`src/rtl/ghost_motion_ctrl.sv`:
```
// ghost_motion_ctrl
//   Moves N_GHOST ghost sprites on a divided movement tick. A global SCATTER/CHASE/FRIGHT
//   mode FSM runs on tick-counting timers. Pacman/ghost collisions are detected with one
//   cycle of latency.
// Ports
//   clk, clrn        clock, synchronous active-low reset
//   en               1 = run; 0 = freeze divider, mode timers and motion
//   pac_x, pac_y     pacman position
//   power            1-cycle pulse: power pellet eaten
//   init_x, init_y   per-ghost home position, ghost i at [i*W +: W]
//   ghost_x, ghost_y per-ghost current position, same packing
//   mode             0 SCATTER, 1 CHASE, 2 FRIGHT
//   hit, hit_id      non-frightened catch pulse and index of the lowest overlapping ghost
//   eaten            per-ghost pulse when caught while frightened
module ghost_motion_ctrl #(
    parameter int unsigned N_GHOST       = 4,
    parameter int unsigned X_W           = 10,
    parameter int unsigned Y_W           = 9,
    parameter int unsigned TICK_DIV      = 500000,
    parameter int unsigned STEP          = 1,
    parameter int unsigned X_MIN         = 8,
    parameter int unsigned X_MAX         = 631,
    parameter int unsigned Y_MIN         = 8,
    parameter int unsigned Y_MAX         = 471,
    parameter int unsigned HIT_R         = 8,
    parameter int unsigned SCATTER_TICKS = 420,
    parameter int unsigned CHASE_TICKS   = 1200,
    parameter int unsigned FRIGHT_TICKS  = 360
) (
    input  logic                     clk,
    input  logic                     clrn,
    input  logic                     en,
    input  logic [X_W-1:0]           pac_x,
    input  logic [Y_W-1:0]           pac_y,
    input  logic                     power,
    input  logic [N_GHOST*X_W-1:0]   init_x,
    input  logic [N_GHOST*Y_W-1:0]   init_y,
    output logic [N_GHOST*X_W-1:0]   ghost_x,
    output logic [N_GHOST*Y_W-1:0]   ghost_y,
    output logic [1:0]               mode,
    output logic                     hit,
    output logic [2:0]               hit_id,
    output logic [N_GHOST-1:0]       eaten
);

    localparam int unsigned TMAX = (SCATTER_TICKS > CHASE_TICKS) ?
        ((SCATTER_TICKS > FRIGHT_TICKS) ? SCATTER_TICKS : FRIGHT_TICKS) :
        ((CHASE_TICKS > FRIGHT_TICKS) ? CHASE_TICKS : FRIGHT_TICKS);
    localparam int unsigned TW = $clog2(TMAX + 1);
    localparam int unsigned DW = $clog2(TICK_DIV);

    typedef enum logic [1:0] {StScatter = 2'd0, StChase = 2'd1, StFright = 2'd2} mode_e;
    typedef struct packed {
        logic [X_W-1:0] x;
        logic [Y_W-1:0] y;
    } pos_t;

    function automatic int iabs(input int v);
        return (v < 0) ? -v : v;
    endfunction

    function automatic int clampi(input int v, input int lo, input int hi);
        if (v < lo) return lo;
        if (v > hi) return hi;
        return v;
    endfunction

    // One STEP toward t; lands exactly on t when closer than STEP.
    function automatic int step_to(input int g, input int t);
        if (t - g >= int'(STEP)) return g + int'(STEP);
        if (g - t >= int'(STEP)) return g - int'(STEP);
        return t;
    endfunction

    // One STEP away from p, clamped to the playfield.
    function automatic int step_away(input int g, input int p, input int lo, input int hi);
        return clampi((p > g) ? g - int'(STEP) : g + int'(STEP), lo, hi);
    endfunction

    function automatic pos_t next_pos(input int idx, input pos_t g, input mode_e m,
                                      input int px, input int py);
        int   gx, gy, tx, ty, dx, dy, nx, ny;
        pos_t r;
        gx = int'(g.x);
        gy = int'(g.y);
        nx = gx;
        ny = gy;
        if (m == StFright) begin
            dx = px - gx;
            dy = py - gy;
            // Fall back to the other axis when the chosen one is pinned at the wall.
            if (iabs(dx) >= iabs(dy)) begin
                nx = step_away(gx, px, int'(X_MIN), int'(X_MAX));
                if (nx == gx) ny = step_away(gy, py, int'(Y_MIN), int'(Y_MAX));
            end else begin
                ny = step_away(gy, py, int'(Y_MIN), int'(Y_MAX));
                if (ny == gy) nx = step_away(gx, px, int'(X_MIN), int'(X_MAX));
            end
        end else begin
            if (m == StChase) begin
                tx = px;
                ty = py;
            end else begin
                tx = (idx % 4 == 1 || idx % 4 == 3) ? int'(X_MAX) : int'(X_MIN);
                ty = (idx % 4 >= 2) ? int'(Y_MAX) : int'(Y_MIN);
            end
            dx = tx - gx;
            dy = ty - gy;
            if (dx != 0 || dy != 0) begin
                if (iabs(dx) >= iabs(dy)) nx = step_to(gx, tx);
                else                      ny = step_to(gy, ty);
            end
            nx = clampi(nx, int'(X_MIN), int'(X_MAX));
            ny = clampi(ny, int'(Y_MIN), int'(Y_MAX));
        end
        r.x = X_W'(nx);
        r.y = Y_W'(ny);
        return r;
    endfunction

    logic [DW-1:0]      div_q, div_d;
    logic               tick;
    mode_e              mode_q, mode_d, saved_q, saved_d;
    logic [TW-1:0]      timer_q, timer_d;
    pos_t               pos_q  [N_GHOST];
    pos_t               pos_mv [N_GHOST];
    logic [N_GHOST-1:0] overlap, eaten_d, eaten_q;
    logic               ovl_any_q, hit_d, hit_q;
    logic [2:0]         lowest, hit_id_d, hit_id_q;

    always_comb begin
        tick  = en && (div_q == DW'(TICK_DIV - 1));
        div_d = div_q;
        if (en) div_d = tick ? '0 : div_q + 1'b1;
    end

    always_comb begin
        mode_d  = mode_q;
        saved_d = saved_q;
        timer_d = timer_q;
        if (tick) begin
            case (mode_q)
                StScatter: begin
                    if (timer_q == TW'(SCATTER_TICKS - 1)) begin
                        mode_d  = StChase;
                        timer_d = '0;
                    end else timer_d = timer_q + 1'b1;
                end
                StChase: begin
                    if (timer_q == TW'(CHASE_TICKS - 1)) begin
                        mode_d  = StScatter;
                        timer_d = '0;
                    end else timer_d = timer_q + 1'b1;
                end
                StFright: begin
                    if (timer_q == TW'(FRIGHT_TICKS - 1)) begin
                        mode_d  = saved_q;
                        timer_d = '0;
                    end else timer_d = timer_q + 1'b1;
                end
                default: begin
                    mode_d  = StScatter;
                    timer_d = '0;
                end
            endcase
        end
        // Power overrides any tick-driven transition in the same cycle.
        if (power) begin
            mode_d  = StFright;
            timer_d = '0;
            if (mode_q != StFright) saved_d = mode_q;
        end
    end

    always_comb begin
        for (int i = 0; i < N_GHOST; i++) begin
            pos_mv[i] = next_pos(i, pos_q[i], mode_q, int'(pac_x), int'(pac_y));
        end
    end

    always_comb begin
        overlap  = '0;
        eaten_d  = '0;
        lowest   = '0;
        hit_id_d = hit_id_q;
        for (int i = 0; i < N_GHOST; i++) begin
            overlap[i] = (iabs(int'(pos_q[i].x) - int'(pac_x)) < int'(HIT_R)) &&
                         (iabs(int'(pos_q[i].y) - int'(pac_y)) < int'(HIT_R));
        end
        for (int i = N_GHOST - 1; i >= 0; i--) begin
            if (overlap[i]) lowest = 3'(i);
        end
        hit_d = (mode_q != StFright) && (|overlap) && !ovl_any_q;
        if (hit_d) hit_id_d = lowest;
        for (int i = 0; i < N_GHOST; i++) begin
            eaten_d[i] = (mode_q == StFright) && overlap[i] && !eaten_q[i];
        end
    end

    always_ff @(posedge clk) begin
        if (!clrn) begin
            div_q     <= '0;
            mode_q    <= StScatter;
            saved_q   <= StScatter;
            timer_q   <= '0;
            hit_q     <= 1'b0;
            hit_id_q  <= '0;
            eaten_q   <= '0;
            ovl_any_q <= 1'b0;
            for (int i = 0; i < N_GHOST; i++) begin
                pos_q[i] <= {init_x[i*X_W +: X_W], init_y[i*Y_W +: Y_W]};
            end
        end else begin
            div_q     <= div_d;
            mode_q    <= mode_d;
            saved_q   <= saved_d;
            timer_q   <= timer_d;
            hit_q     <= hit_d;
            hit_id_q  <= hit_id_d;
            eaten_q   <= eaten_d;
            ovl_any_q <= |overlap;
            for (int i = 0; i < N_GHOST; i++) begin
                // An eaten ghost returns home even if a tick move lands this cycle.
                if (eaten_d[i])  pos_q[i] <= {init_x[i*X_W +: X_W], init_y[i*Y_W +: Y_W]};
                else if (tick)   pos_q[i] <= pos_mv[i];
            end
        end
    end

    always_comb begin
        ghost_x = '0;
        ghost_y = '0;
        for (int i = 0; i < N_GHOST; i++) begin
            ghost_x[i*X_W +: X_W] = pos_q[i].x;
            ghost_y[i*Y_W +: Y_W] = pos_q[i].y;
        end
    end

    assign mode   = mode_q;
    assign hit    = hit_q;
    assign hit_id = hit_id_q;
    assign eaten  = eaten_q;

endmodule

```
`config.mk`:
```
export PLATFORM = sky130hd
export DESIGN_NAME = ghost_motion_ctrl
export DESIGN_NICKNAME = d
export VERILOG_FILES = /design/src/rtl/ghost_motion_ctrl.sv
export SDC_FILE = /design/constraint.sdc
export NUM_CORES = 2
export LEC_CHECK = 0
export CORE_AREA = 5 5 277 333
export CTS_BUF_LIST = sky130_fd_sc_hd__clkbuf_8
export CTS_CLUSTER_DIAMETER = 150
export DETAILED_ROUTE_END_ITERATION = 10
export DIE_AREA = 0 0 282 338
export DONT_BUFFER_PORTS = 1
export HOLD_SLACK_MARGIN = 0.12
export PLACE_DENSITY = 0.64
export SYNTH_ARGS = -nofsm -noshare
export SYNTH_HDL_FRONTEND = slang
export SYNTH_SLANG_ARGS = --single-unit
```
`constraint.sdc`:
```
create_clock -name clk -period 8.81 [get_ports clk]
set_input_delay 1.762 -clock clk [delete_from_list [all_inputs] [get_ports clk]]
set_output_delay 1.762 -clock clk [all_outputs]
set_load 0.01 [all_outputs]
```
==> results.md <==
Placed design:
- The routability congestion estimate from global placement is roughly 0.98.
- The instance count after placement with tap cells included is 6626.
- The wire-length estimate of the detail-placed layout is roughly 110 mm.
- During placement, the flow inserted port buffers numbering 0.
- The post-place instance area is 41560 sq um.

Worst hold path:
- The worst hold path begins at div_q[1]$_SDFFE_PN0P_.
- The kind of path behind the tightest hold check is register to register.

STA:
- Setup repair after global routing left no endpoint under its margin.
- The final setup TNS is 0 ns.
- Static timing analysis puts the maximum clock frequency at 121.8 MHz.
- The routed design could run at a clock period as short as 8.210 ns.
- The largest clock skew in the final design is 0.02400 ns.
- For the pin with the worst max-slew slack, the measured transition is 1.183 ns.
- The count of final hold-check violations is 0.
- The final critical path takes up 93.19% of the cycle.
- The number of endpoints failing setup at the final stage is 0.
- The worst pin sits at a relative slew slack of 19.07%.
- The number of max-slew violations in the final report is 0.

Final layout:
- In the layout the commonest cells are 584 x sky130_fd_sc_hd__ha_1, 498 x sky130_fd_sc_hd__nor2_1, 401 x sky130_fd_sc_hd__a21oi_1.
- The cell area after layout is 41990 sq um.
- Across the whole layout, storage elements account for 3126 sq um.
- In the final layout, the multi-input gates occupy 35190 sq um.
- The area growth from synthesis to final layout is 6.472%.
- The filler cell count in the final layout is 9035.
- The share of layout cells above drive strength 1 is 5.146%.
- The final instance count without filler cells is 6659.
- The post-layout net count is around 6200.
- The library cell used most frequently in the layout, excluding fill and tap cells, is sky130_fd_sc_hd__ha_1.

Synth:
- By area the synthesized netlist is led by sky130_fd_sc_hd__ha_1 19%, sky130_fd_sc_hd__xnor2_1 7.9%, sky130_fd_sc_hd__edfxtp_1 5.8%.
- The share of the synthesized area in the top cell type is 18.53%.
- The share of synthesized area occupied by flip-flops and latches is roughly 7.9%.
- The synthesized netlist contains 112 unique library cells.
- Synthesis inferred 118 register bits.
- In this run the mean area of a mapped cell was 7.321 sq um.
- The count of flip-flops with a built-in enable after synthesis is 76.
- The proportion of register bits with asynchronous set or reset after synthesis is 0%.
- In this run the cell area of the synthesized design comes to 39440 sq um.
- For this run, the number of Yosys warnings is 0.
- The synthesized design spends more area on one cell type than any other, namely sky130_fd_sc_hd__ha_1.
- The most frequently used flop master after synthesis is sky130_fd_sc_hd__edfxtp_1.
- Synthesis produced a netlist whose cell count is between 5000 and 6000.

GRT:
- The remaining global-route overflow is 0.
- The total global-route track usage is between 20% and 30%.
- The initial antenna violation count is 6.
- The number of global-route vias before repair is 38996.
- The largest net degree at the start of global routing is 39.
- The global-route wire length before repair is between 200 and 250 mm.

Floorplan:
- The horizontal die dimension is between 200 and 300 um.
- The die covers 95320 sq um.
- The floorplan die height is ~340 um.
- The top-level I/O count is between 150 and 200.
- The initial utilization of the core area, before any placement, comes to 44.44%.
- The initialized floorplan defines 120 standard-cell rows.
- The total area inside the core boundary comes to ~89000 sq um.

Clocking:
- After clock tree synthesis, the clock-pin slew on the worst setup and hold paths is 0.10 ns.
- The clock sink count is 118.
- The number of CTS-inserted buffers is 17.
- TritonCTS built the clock tree.
- The worst-case clock buffer depth is 2.
- Once the clock tree was built, the setup fixing pass inserted 0 buffers.
- The number of gates resized after CTS is 0.
- The clock latency on the worst-skew pair is between 0.6 and 0.7 ns.
- The library cell used as clock root buffer is sky130_fd_sc_hd__clkbuf_8.
- The number of hold buffers added after CTS was 0.
- The number of H-tree branching levels is 4.

Setup path:
- The logic depth of the worst path, buffers included is 24.
- The slack of the worst reg-to-reg path is 0.60 ns.
- The startpoint of the worst-slack reg-to-reg timing path is mode[0]$_SDFFE_PP0P_.
- The endpoint kind of the worst setup timing path is a register.
- The logic depth of the worst register-to-register path is 24.
- The critical path goes through and2b_1, buf_4, nand2_1, ha_1, ha_1, o2111a_1, nor2_1, o21ai_0, a21oi_1, o21a_1, xor2_1, nand3_1, ha_1, nand3_1, nor3_1, nand2_1, o41ai_1, and2_1, a21oi_1, a221o_1, or4_4, a21oi_2, o32a_1, a21oi_1.
- The startpoint type of the worst setup path is a register.
- The end of the worst register-to-register path is pos_q[1][17]$_DFFE_PP_.
- The critical path ends at pos_q[1][17]$_DFFE_PP_.
- The category of the critical setup timing path is register to register.
- The slowest stage of the critical path is the sky130_fd_sc_hd__o41ai_1 cell.
- The number of buffers and inverters on the critical path is 1.
- The largest stage delay on the critical path is 0.70 ns.
- The critical path startpoint is mode[0]$_SDFFE_PP0P_.
- The critical path required time is around 9.2 ns.
- The arrival time of data at the critical path endpoint is 8.55 ns.
- The critical-path maximum fanout is 18.
- The critical path's top delay family is simple AND/OR/NAND/NOR gates.

Detailed routing:
- The number of design rule violations left after detail routing is 0.
- In this run the remaining antenna-violating nets after routing total 0.
- The via-per-instance ratio is 6.198.
- The per-cell routed wire length is 21.61 um.
- The total via count in the routed design is 41270.
- The number of iterations in the first detailed-routing pass is 6.
- The count of routing violations after the opening detailed-route iteration is 3074.
- The final wirelength is around 140 mm.

Power:
- Summed over all cells, the static leakage comes to 0.01800 uW.
- The total power divided by cell area is between 100 and 150 nW/um^2.
- The power consumption is 4561 uW.
- The peak ir drop on the vdd network is 98.44 uV.

Flow run:
- The tool flagged a number of max-cap violations equal to 0.

Outcome:
- The run finished with clean final reports.
==> per-stage QoR <==
step / worst slack, ns / util [%] / hold WS [ns]
after floorplan: 0.9580 / - / 0.4526
after global placement: 0.4418 / 46.84 / 0.4699
after detailed placement: 0.2760 / 46.84 / 0.4851
after CTS: 0.7430 / 47.32 / 0.5015
after global routing: 0.05238 / 47.32 / 0.5178
final: 0.6000 / 47.32 / 0.5012
==> state kept, by name, indices dropped and copies added, names as in the netlist <==
name	flops
timer_q	11
hit_id	2
mode	2
saved_q	2
hit	1
div_q	19
ovl_any_q	1
eaten	4
pos_q	76
==> where the power goes <==
part           internal [uW]  leakage, uW  switching [uW]  total [uW]
logic                   1300       0.0167            1900        3200
clock network            287     0.000218             347         634
registers                621      0.00108             101         723
==> cells by family (layout without fill, tap and decap cells) <==
group,count (synthesis),in the layout,synth area share (%)
DFF,118,118,7.919
muxes,167,167,4.413
adders and majority gates,628,628,20.76
xor gates and xnor gates,495,495,11.01
AOI/OAI and AO/OA,1592,1592,26.69
and+or+nand+nor,1864,1864,24.09
buffers and inverters,521,410,5.095
other,2,226,0.01904
==> cells in the mapped netlist, drive strengths merged, types with 48 or more instances <==
| cell | instances |
|---|---|
| xnor2 | 355 |
| nor2b | 92 |
| nor2 | 499 |
| nand2b | 87 |
| o21ai | 326 |
| or3 | 48 |
| o211ai | 56 |
| and3 | 60 |
| a31oi | 75 |
| nor3 | 172 |
| mux2i | 124 |
| xor2 | 140 |
| nand4 | 80 |
| edfxtp | 76 |
| a21o | 162 |
| nand3 | 174 |
| clkbuf | 204 |
| nand2 | 367 |
| nor4 | 51 |
| o31ai | 49 |
| a21oi | 404 |
| a211oi | 57 |
| o21a | 86 |
| inv | 268 |
| ha | 584 |
==> final cells by class <==
class | instances | area share (%)
Inverter | 278 | 2.485
Timing Repair Buffer | 100 | 1.788
Clock inverter | 15 | 0.4559
Clock buffer | 17 | 0.5572
Tap cell | 1159 | 3.454
Sequential cell | 118 | 7.443
Antenna cell | 1 | 0.005959
Multi-Input combinational cell | 4971 | 83.81
==> worst min-delay path by stage <==
stage | to | slack (ns) | cells after the start
after floorplan | saved_q[1]$_SDFFE_PN0P_ | 0.45 | 2
after global placement | saved_q[1]$_SDFFE_PN0P_ | 0.47 | 2
after detailed placement | saved_q[1]$_SDFFE_PN0P_ | 0.49 | 2
after CTS | div_q[1]$_SDFFE_PN0P_ | 0.50 | 2
after global routing | div_q[1]$_SDFFE_PN0P_ | 0.52 | 2
final | div_q[1]$_SDFFE_PN0P_ | 0.50 | 2
==> worst min-delay path, stage by stage (launching register included) <==
cell,delay [ns]
sky130_fd_sc_hd__dfxtp_1,0.34
sky130_fd_sc_hd__nand2b_1,0.07
sky130_fd_sc_hd__a21oi_1,0.05
==> per-layer routing <==
layer  vias up  GRT usage (%)  share of wire [%]
met4         2          14.69                5.6
met2      1709          49.04                 47
met1     19255          34.48                 40
met3       489          6.068                8.2
li1      19815              -                  -
met5         -              0             0.0090
Note: power is estimated with default switching activity, not from simulation.
